File: config.mk
export PLATFORM = sky130hd
export DESIGN_NAME = register_bank_flat
export DESIGN_NICKNAME = d
export VERILOG_FILES = /design/src/rtl/register_bank_if.sv /design/src/rtl/register_bank.sv /design/src/flat_wrapper.sv
export SDC_FILE = /design/constraint.sdc
export NUM_CORES = 1
export LEC_CHECK = 0
export ABC_AREA = 1
export BUFFER_PORTS_ARGS = -buffer_cell sky130_fd_sc_hd__buf_4
export CAP_MARGIN = 20
export CORE_MARGIN = 2
export CORE_UTILIZATION = 35
export CTS_CLUSTER_SIZE = 24
export DETAILED_ROUTE_END_ITERATION = 10
export PLACE_DENSITY = 0.61
export SYNTH_ARGS = -nofsm -noshare
export SYNTH_HDL_FRONTEND = slang
export SYNTH_SLANG_ARGS = --single-unit
File: constraint.sdc
create_clock -name clock -period 1.94 [get_ports clock]
set_clock_uncertainty 0.1 [all_clocks]
set_input_delay 0.291 -clock clock [delete_from_list [all_inputs] [get_ports clock]]
set_output_delay 0.291 -clock clock [all_outputs]
set_load 0.05 [all_outputs]
File: src/rtl/register_bank_if.sv
// rtl/register_bank_if.sv - write/read/clear bus bundle for register_bank
interface register_bank_if #(
    parameter int WIDTH  = 32,
    parameter int ADDR_W = 3
);
    logic                 write;
    logic [ADDR_W-1:0]    write_addr;
    logic [WIDTH-1:0]     write_data;
    logic [WIDTH/8-1:0]   byte_en;
    logic                 write_accept;
    logic                 clear;
    logic                 busy;
    logic [ADDR_W-1:0]    read_addr_a;
    logic [WIDTH-1:0]     read_data_a;
    logic [ADDR_W-1:0]    read_addr_b;
    logic [WIDTH-1:0]     read_data_b;

    modport master (
        output write, write_addr, write_data, byte_en, clear, read_addr_a, read_addr_b,
        input  write_accept, busy, read_data_a, read_data_b
    );

    modport slave (
        input  write, write_addr, write_data, byte_en, clear, read_addr_a, read_addr_b,
        output write_accept, busy, read_data_a, read_data_b
    );
endinterface

File: src/rtl/register_bank.sv
// rtl/register_bank.sv - byte-enabled register bank, two registered read ports, bulk clear
// Optional macro REGISTER_BANK_READ_BYPASS_EN: reads return the same-cycle post-write value.
module register_bank #(
    parameter int               WIDTH       = 32,
    parameter int               DEPTH       = 8,
    parameter int               ADDR_W      = 3,
    parameter logic [WIDTH-1:0] RESET_VALUE = '0
) (
    input  logic              clock,
    input  logic              reset,
    input  logic              clock_valid,
    register_bank_if.slave    bus
);
    localparam int               NB      = WIDTH / 8;
    localparam logic [ADDR_W:0]  W_DEPTH = DEPTH[ADDR_W:0];
    localparam logic [ADDR_W-1:0] W_LAST = ADDR_W'(DEPTH - 1);

    typedef enum logic {ST_IDLE, ST_CLEARING} state_t;

    state_t              r_state;
    logic [ADDR_W-1:0]   r_index;
    logic                r_busy;
    logic [WIDTH-1:0]    r_mem [DEPTH];
    logic [WIDTH-1:0]    r_rd_a;
    logic [WIDTH-1:0]    r_rd_b;

    logic                w_accept;
    logic [WIDTH-1:0]    w_old;
    logic [WIDTH-1:0]    w_merged;
    logic [WIDTH-1:0]    w_raw_a;
    logic [WIDTH-1:0]    w_raw_b;
    logic [WIDTH-1:0]    w_next_a;
    logic [WIDTH-1:0]    w_next_b;

    assign w_accept = bus.write & clock_valid & ~r_busy & ({1'b0, bus.write_addr} < W_DEPTH);

    // Out-of-range addresses read as zero rather than aliasing a real entry.
    always_comb begin
        w_old   = '0;
        w_raw_a = '0;
        w_raw_b = '0;
        if ({1'b0, bus.write_addr} < W_DEPTH)  w_old   = r_mem[bus.write_addr];
        if ({1'b0, bus.read_addr_a} < W_DEPTH) w_raw_a = r_mem[bus.read_addr_a];
        if ({1'b0, bus.read_addr_b} < W_DEPTH) w_raw_b = r_mem[bus.read_addr_b];
    end

    always_comb begin
        w_merged = w_old;
        for (int i = 0; i < NB; i++) begin
            if (bus.byte_en[i]) w_merged[8*i +: 8] = bus.write_data[8*i +: 8];
        end
    end

`ifdef REGISTER_BANK_READ_BYPASS_EN
    always_comb begin
        w_next_a = w_raw_a;
        w_next_b = w_raw_b;
        if (w_accept && bus.read_addr_a == bus.write_addr) w_next_a = w_merged;
        else if (r_busy && bus.read_addr_a == r_index)     w_next_a = RESET_VALUE;
        if (w_accept && bus.read_addr_b == bus.write_addr) w_next_b = w_merged;
        else if (r_busy && bus.read_addr_b == r_index)     w_next_b = RESET_VALUE;
    end
`else
    assign w_next_a = w_raw_a;
    assign w_next_b = w_raw_b;
`endif

    always_ff @(posedge clock) begin
        if (!reset) begin
            for (int i = 0; i < DEPTH; i++) r_mem[i] <= RESET_VALUE;
            r_rd_a  <= '0;
            r_rd_b  <= '0;
            r_busy  <= 1'b0;
            r_index <= '0;
            r_state <= ST_IDLE;
        end else if (clock_valid) begin
            r_rd_a <= w_next_a;
            r_rd_b <= w_next_b;
            if (w_accept) r_mem[bus.write_addr] <= w_merged;
            case (r_state)
                ST_IDLE: begin
                    if (bus.clear) begin
                        r_state <= ST_CLEARING;
                        r_busy  <= 1'b1;
                        r_index <= '0;
                    end
                end
                ST_CLEARING: begin
                    r_mem[r_index] <= RESET_VALUE;
                    if (r_index == W_LAST) begin
                        r_state <= ST_IDLE;
                        r_busy  <= 1'b0;
                        r_index <= '0;
                    end else begin
                        r_index <= r_index + 1'b1;
                    end
                end
                default: r_state <= ST_IDLE;
            endcase
        end
    end

    assign bus.write_accept = w_accept;
    assign bus.busy         = r_busy;
    assign bus.read_data_a  = r_rd_a;
    assign bus.read_data_b  = r_rd_b;
endmodule

File: src/flat_wrapper.sv
// flat-port wrapper written by rule: the top's interface ports become plain ports
module register_bank_flat 
#(
    parameter int               WIDTH       = 32,
    parameter int               DEPTH       = 8,
    parameter int               ADDR_W      = 3,
    parameter logic [WIDTH-1:0] RESET_VALUE = '0
)
  (clock, reset, clock_valid, bus_write, bus_write_addr, bus_write_data, bus_byte_en, bus_clear, bus_read_addr_a, bus_read_addr_b, bus_write_accept, bus_busy, bus_read_data_a, bus_read_data_b);
  register_bank_if #(.WIDTH(WIDTH), .ADDR_W(ADDR_W)) bus_i ();
  input  logic clock;
  input  logic reset;
  input  logic clock_valid;
  input wire logic [$bits(bus_i.write)-1:0] bus_write;
  input wire logic [$bits(bus_i.write_addr)-1:0] bus_write_addr;
  input wire logic [$bits(bus_i.write_data)-1:0] bus_write_data;
  input wire logic [$bits(bus_i.byte_en)-1:0] bus_byte_en;
  input wire logic [$bits(bus_i.clear)-1:0] bus_clear;
  input wire logic [$bits(bus_i.read_addr_a)-1:0] bus_read_addr_a;
  input wire logic [$bits(bus_i.read_addr_b)-1:0] bus_read_addr_b;
  output wire logic [$bits(bus_i.write_accept)-1:0] bus_write_accept;
  output wire logic [$bits(bus_i.busy)-1:0] bus_busy;
  output wire logic [$bits(bus_i.read_data_a)-1:0] bus_read_data_a;
  output wire logic [$bits(bus_i.read_data_b)-1:0] bus_read_data_b;
  assign bus_i.write = bus_write;
  assign bus_i.write_addr = bus_write_addr;
  assign bus_i.write_data = bus_write_data;
  assign bus_i.byte_en = bus_byte_en;
  assign bus_i.clear = bus_clear;
  assign bus_i.read_addr_a = bus_read_addr_a;
  assign bus_i.read_addr_b = bus_read_addr_b;
  assign bus_write_accept = bus_i.write_accept;
  assign bus_busy = bus_i.busy;
  assign bus_read_data_a = bus_i.read_data_a;
  assign bus_read_data_b = bus_i.read_data_b;
  register_bank #(.WIDTH(WIDTH), .DEPTH(DEPTH), .ADDR_W(ADDR_W), .RESET_VALUE(RESET_VALUE)) u_core (.clock(clock), .reset(reset), .clock_valid(clock_valid), .bus(bus_i));
endmodule
# Yosys cells after proc, flatten, opt, wreduce, memory -nomap -nowiden
# Memory sizes are Yosys's and may differ from the RTL's. A register that Yosys moved wholly into a read port is not among the register bits.
# Cells that the tools add are included.
[word_totals]
ff_bits = 5
ram_bits = 256
inputBits = 50
out_inout_bits = 66
word_cells = 54
n_memories = 1
[classes]
n_addsub = 1
eq_ne = 7
muxes = 28
bitwise = 4
n_reduce_logical = 10
[mem_list]
columns = ["name", "depth", "width", "rd", "rd_ports_with_merged_regs", "write_ports", "line", "source"]
rows = [
  ["u_core.r_mem", 8, 32, 2, 2, 8, "register_bank.sv:23", "logic [WIDTH-1:0] r_mem [DEPTH];"],
]
[ops]
columns = ["cell", "count"]
rows = [
  ["2-to-1 mux 32 bit", 2],
  ["OR reduction 32 bit", 2],
  ["2-to-1 mux 8 bit", 4],
  ["2-to-1 mux 1 bit", 14],
  ["2-to-1 mux 3 bit", 4],
  ["AND reduction 2 bit", 5],
  ["case mux 3 bit (2 select lines)", 1],
  ["2-to-1 mux 4 bit", 1],
  ["inequality test 1 bit (second input constant)", 4],
  ["inequality test 2 bit (second input constant)", 2],
  ["case mux 1 bit (2 select lines)", 2],
  ["adder 3 x 1 -> 3 bit (second input constant)", 1],
  ["equality test 3 bit (second input constant)", 1],
  ["AND reduction 3 bit", 1],
  ["AND 1 bit", 2],
  ["logical NOT 1 bit", 2],
  ["NOT 1 bit", 2],
]

# Longest topological paths before layout
# Gate-level depths: netlist of run 1.
[depth]
word_depth = 9
depth_mapped = 8

# Least setup slack after synthesis of run 1
# OpenSTA, ideal clock, no wires.
[synth_timing]
kind = "reg-to-reg"
start = "reg u_core.r_busy (netlist: u_core.bus.busy)"
end = "mem u_core.r_mem[0][0]"
setup_ns = 0.125
arrival_time_ns = 1.507
required_time_ns = 1.715
setup_slack_ns = 0.208
path_stages_with_launch = 8
n_path_buf = 1
path_cell_list = "dfxtp_1 inv_1 nand3_1 nor2_1 buf_2 nand3_1 nand3_1 a21oi_1"
[synth_rtl]
columns = ["item", "line", "source"]
rows = [
  ["start: declaration", "register_bank.sv:22", "logic r_busy;"],
  ["start signal: assignment", "register_bank.sv:73", "r_busy <= 1'b0;"],
  ["start signal: assignment", "register_bank.sv:84", "r_busy <= 1'b1;"],
  ["start signal: assignment", "register_bank.sv:92", "r_busy <= 1'b0;"],
  ["end: declaration", "register_bank.sv:23", ""],
]

==> out/results.ini, run 1 <==
[cells_and_area]
final_util_pct = 42.2
nNetsFinal = 2864
finalNonFillerCells = 3512
antenna_cells = 0
syn_to_final_growth_pct = 19.4
drive_above_1_share_pct = 10.0

[global_routing]
grt_pass1_vias = 18552
overflow = 0
track_usage_pct = 24.4
grt_max_degree = 185
grt_pass1_wl_um = 103000
antenna_found_initial = 0

[die]
die_h_um = 228
num_io_pins = 116
core_um2 = 50000
chipWidth_um = 228
die_area_um2 = 52200
rows = 82
start_util_pct = 35.3

[clock_network]
path_clk_slew_ns = 0.06
cts_buffer_depth = 3
cts_tree = built
htreeDepth = 2
cts_inserted_buffers = 37
clk_latency_ns = 0.57
clock-sinks = 325
cts_resized = 0
cts-root-buf = clkbuf_16

[synth]
ys_seq_area_share_pct = 36.9
synth_nets = 2853
syn_avg_cell_area_um2 = 6.30
synth_cell_types = 18
yosys_warnings = 0
syn_inst = 2801
synth_area_um2 = 17600
ys_ff_latch = 325

[pwr]
power_density_nw_per_um2 = 811
p_leak_nw = 8.67
vdd_ir_drop_max_v = 0.000543

[timing]
setup_slack_ns = 0.0377
worst_pin_slew_ns = 0.908
max_freq_mhz = 526
drv_slew = 0
rsz0062_at_grt = no
setup_viol = 0
tns_ns = 0
period_share_pct = 98.1
hold_violations = 0
final.min_clock_period_ns = 1.90
maxSlewHeadroom_pct = 39.4

[drt]
num_vias = 19543
drc = 0
ant_nets = 0
drt_wl_total_um = 66000
drtIter0Drc = 2252
detail_route.wl_per_cell_um = 18.8
drt_pass1_iterations = 8
viasPerCell = 5.56

[min_path]
hold_path_class = in2reg
holdPathStages = 4
hp-start = clock_valid
hold_end = u_core.r_state

[run_status]
outcome = complete, no violations

[placement]
port_buffers = 115
gp_routability_congestion = 0.878
place_ws_ns = 0.0761
dp.cells = 3411
dp_hpwl_um = 41100

[worst_setup_path]
r2r_start = u_core.bus.busy
worstSetupPathType = in2reg
critPathRequiredTime_ns = 2.28
end_kind = flop
critPathMaxFanout = 32
arrival_ns = 2.24
cp-start-kind = input port
rr_endpoint = u_core.r_mem[0][10]
r2r_cells = 7
regToRegSetupSlack_ns = 0.06

[flow_run]
drv_cap = 0

## through the flow
| step | hold slack [ns] | cell area [µm²] | power (W) |
|---|---|---|---|
| floorplan | 0.360 | 17600 | 0.00857 |
| global placement | 0.363 | 19400 | 0.00943 |
| detailed placement | 0.370 | 19400 | 0.00945 |
| CTS | 0.0224 | 21100 | 0.0172 |
| global route | 0.0426 | 21100 | 0.0177 |
| finish | 0.0462 | 21100 | 0.0171 |
## cells in the mapped netlist
| cell type | n | area [µm²] |
|---|---|---|
| dfxtp_1 | 325 | 6510 |
| buf_1 | 30 | 113 |
| nor3_1 | 2 | 10.0 |
| inv_1 | 274 | 1030 |
| buf_2 | 56 | 280 |
| nor2_4 | 4 | 45.0 |
| nor3_2 | 1 | 10.0 |
| nor2_1 | 20 | 75.1 |
| o21ai_0 | 67 | 335 |
| clkbuf_1 | 140 | 526 |
| a21oi_1 | 323 | 1620 |
| nand3_1 | 930 | 4650 |
| nand4_4 | 1 | 21.3 |
| o31ai_1 | 1 | 7.51 |
| nand2_1 | 591 | 2220 |
| clkbuf_2 | 32 | 160 |
| inv_2 | 2 | 7.51 |
| ha_1 | 2 | 25.0 |
## cell type report
class	count	area (µm²)
clock buffers	54	1130
clock inverters	13	194
fillers	5147	28900
inverters	276	1040
multi-input cells	1942	9100
flip-flops and latches	325	6510
well taps	672	841
repair buffers	230	2260
## layer usage
metal  up-vias  share of wire [%]  global-route usage, %
met4         0                4.3                   12.1
met1      9052                 41                   31.5
met3       179                8.8                   4.63
met2      1020                 46                   39.1
li1       9292                  -                      -
met5         -                  0                      0
## sequential cells by signal (all words and copies together) (netlist names)
| name | flops |
|---|---|
| u_core.r_state | 1 |
| u_core.r_index | 3 |
| u_core.bus.read_data_a | 32 |
| u_core.bus.busy | 1 |
| u_core.r_mem | 256 |
| u_core.bus.read_data_b | 32 |
## placed cells by master, fill, tap and decap left out, types with 7 or more instances in the layout
cell           netlist  routed
buf_12               0      35
nand3_1            930     930
a21oi_1            323     323
nor2_4               4      10
o21ai_0             67      67
clkbuf_16            0      39
dlygate4sd3_1        0      34
inv_1              274     272
nand2_1            591     591
dfxtp_1            325     325
buf_4                0     160
nor2_2               0       9
clkbuf_8             0      10
clkinv_2             0       7
## repair_timing
action	in CTS	in global routing
setup buffers	0	0
setup endpoints to repair	0	0
hold buffers	34	0
hold endpoints to repair	256	0
## cells by family (layout without fill, tap and decap cells)
logic type / after synthesis / in the layout / share of synthesized area (%)
simple gates: 1549 / 1549 / 39.9
fa+ha+maj: 2 / 2 / 0.142
compound gates: 391 / 391 / 11.1
flops: 325 / 325 / 36.9
buf+inv: 534 / 573 / 12.0
## power by group
group	switching (W)	internal (W)
Clock	0.00298	0.00471
Sequential	0.0000765	0.00681
Combinational	0.00176	0.000750
Total	0.00482	0.0123
## how the worst max path moves through the flow
stage          cells after the start                   to  slack, ns               from
5_1_grt                            8  u_core.r_mem[0][15]      0.006              reset
6_report                           8  u_core.r_mem[0][10]       0.04              reset
3_5_place_dp                       7  u_core.r_mem[1][23]       0.08  bus_write_addr[0]
3_3_place_gp                       6   u_core.r_mem[0][5]       0.09  bus_write_addr[1]
2_1_floorplan                      7   u_core.r_mem[0][0]       0.21    u_core.bus.busy
4_1_cts                            7  u_core.r_mem[0][10]       0.12    u_core.bus.busy
## worst max-delay path, cell delays in order
cell and delay, ns:
dlygate4sd3_1 0.57, buf_8 0.14, inv_1 0.11, nor2_2 0.17, buf_12 0.23, nand3_1 0.44
nand3_1 0.21, a21oi_1 0.08
No activity file was read; power rests on OpenSTA's default activity.
==> run 2, diff against run 1 <==
CTS_BUF_LIST = sky130_fd_sc_hd__clkbuf_4   (was default)
==> out/results.ini, run 2 (synthesis results as in run 1) <==
[run_status]
outcome = complete, no violations

[timing]
period_share_pct = 96.5  ; -1.6 points
worst_pin_slew_ns = 0.923  ; +0.0142 ns
rsz0062_at_grt = no
tns_ns = 0  ; unchanged
max_freq_mhz = 534  ; +1.6%
hold_violations = 0  ; unchanged
setup_slack_ns = 0.0685  ; +0.0307 ns
maxSlewHeadroom_pct = 38.3  ; -1.1 points
hold-worst-slack_ns = 0.0938  ; +0.0476 ns
final.min_clock_period_ns = 1.87  ; -0.0307 ns
setup_viol = 0  ; unchanged
drv_slew = 0  ; unchanged

[worst_setup_path]
critPathMaxFanout = 5  ; -84%
cp_slowest_cell = dlygate4sd3_1
worstSetupPathType = reg2reg
arrival_ns = 2.46  ; +0.22 ns
cp_cell_sequence = a21oi_1, dlygate4sd3_1, nor3_2, dlygate4sd3_1
path_common_cell = dlygate4sd3_1
critPathRequiredTime_ns = 2.52  ; +0.24 ns
cp-start-kind = flop
end_kind = flop
critPathMaxStageDelay_ns = 0.59  ; +0.02 ns

[pwr]
clock_power_share_pct = 39.8  ; -5.2 points
power_density_nw_per_um2 = 745  ; -8.2%
p_leak_nw = 8.78  ; +1.2%
p_int_w = 0.0107  ; -13%
p_comb_share_pct = 16.3  ; +1.6 points
swShare_pct = 31.6  ; +3.4 points
p_switching_w = 0.00496  ; +3.0%
vdd_ir_drop_max_v = 0.000281  ; -48%
p_seq_share_pct = 43.9  ; +3.6 points
power_w = 0.0157  ; -8.1%

[global_routing]
overflow = 0  ; unchanged
grt_pass1_vias = 19269  ; +3.9%
track_usage_pct = 25.0  ; +0.53 points
grt_pass1_wl_um = 105000  ; +2.1%
grt_max_degree = 185  ; unchanged
antenna_found_initial = 1  ; +1

[clock_network]
cts_tree = built
htreeDepth = 3  ; +1
clock-sinks = 325  ; unchanged
path_clk_slew_ns = 0.07  ; about the same
cts_buffer_depth = 3  ; unchanged
clk_latency_ns = 0.84  ; +0.27 ns
cts-root-buf = clkbuf_4
cts_inserted_buffers = 89  ; +140%

[drt]
drt_pass1_iterations = 7  ; -1
met2_length_um = 31100  ; +2.6%
viasPerCell = 5.54  ; -0.48%
top_layer = met4
ant_nets = 0  ; unchanged
drc = 0  ; unchanged
wl_met1_um = 27200  ; +0.51%
drtIter0Drc = 2303  ; +2.3%
detail_route.wl_per_cell_um = 18.5  ; -1.4%
wl_met3_um = 5960  ; +2.1%
num_vias = 20080  ; +2.7%
drt_wl_total_um = 67200  ; +1.8%

[cells_and_area]
regMostFlops = u_core.r_mem
nNetsFinal = 2936  ; +2.5%
final_area_um2 = 21100  ; about the same
syn_to_final_growth_pct = 19.5  ; about the same
fillers = 5217  ; +1.4%
drive_above_1_share_pct = 12.6  ; +2.6 points
seqCellArea_um2 = 6510  ; about the same
layout_commonest_cell = nand3_1
multi_input_area_um2 = 9110  ; +0.11%
largest_reg_flops = 256  ; unchanged
final_cell_mix = 929 x nand3_1, 591 x nand2_1, 323 x a21oi_1, 323 x dfxtp_1, 270 x inv_1

[min_path]
hold_path_class = in2reg

[placement]
gp_routability_congestion = 0.878  ; unchanged
dp_hpwl_um = 41100  ; unchanged
placed_area_um2 = 19400  ; unchanged
place_ws_ns = 0.0761  ; unchanged
port_buffers = 115  ; unchanged

[die]
die_area_um2 = 52200  ; unchanged
num_io_pins = 116  ; unchanged
chipWidth_um = 228  ; unchanged
rows = 82  ; unchanged
die_h_um = 228  ; unchanged
start_util_pct = 35.3  ; unchanged
core_um2 = 50000  ; unchanged

[flow_run]
drv_cap = 0  ; unchanged

-- run 2: changes by cell type in the layout (fill, tap and decap cells not counted), moves of 5 or more --
cell and change:
clkbuf_8 -10, clkinv_1 +18, inv_2 +6, dlygate4sd3_1 +18, clkinv_2 -5, clkbuf_1 -5
bufinv_16 -5, clkbuf_4 +134, clkbuf_16 -39
-- run 2: layout make-up --
cell class,count,area share (%)
diodes,1,0.0119
clock buffers,134,4.77
clock inverters,26,0.510
repair buffers,250,11.7
inverters,276,4.94
well taps,672,3.99
multi-input cells,1942,43.2
flip-flops and latches,325,30.9
-- run 2: worst max-delay path, delay by kind of cell (launching register included) --
family                 cells  cell delay (ns)
flip-flops                 1             0.34
buffers and inverters      2             1.15
AO/OA/AOI/OAI              1             0.12
AND/OR/NAND/NOR            1             0.04
-- run 2: metrics by stage --
stage	std cells	utilization [%]
2_1_floorplan	2801	-
3_3_place_gp	3411	38.8
3_5_place_dp	3411	38.8
4_1_cts	3624	42.1
5_1_grt	3626	42.2
6_report	3626	42.2
-- run 2: routing by layer --
| layer | vias up | track usage, % |
|---|---|---|
| li1 | 9499 | - |
| met1 | 9312 | 31.6 |
| met2 | 1070 | 40.1 |
| met3 | 199 | 4.57 |
| met4 | 0 | 13.7 |
| met5 | - | 0 |
-- run 2: power by group through the flow --
stage	combinational (W)	sequential, W	clock (W)
finish	0.00256	0.00689	0.00625
global route	0.00274	0.00690	0.00676
CTS	0.00252	0.00689	0.00643
detailed placement	0.00241	0.00704	0
global placement	0.00239	0.00704	0
floorplan	0.00121	0.00737	0
-- run 2: path summary, 6_finish.rpt --
check / cells after the start / from / slack [ns] / endpoint
hold / removal: 6 / bus_read_addr_a[0] / 0.09 / u_core.bus.read_data_a[7]
setup reg to reg: 4 / u_core.r_state / 0.07 / u_core.r_state
hold reg to reg: 2 / u_core.r_mem[3][4] / 0.38 / u_core.r_mem[3][4]
setup / recovery: 4 / u_core.r_state / 0.07 / u_core.r_state
-- run 2: timing repair --
| item | CTS | global route |
|---|---|---|
| hold endpoints to repair | 304 | 0 |
| setup endpoints to repair | 1 | 3 |
| gates resized for setup | 6 | 3 |
| setup buffers | 1 | 1 |
| hold buffers | 52 | 0 |
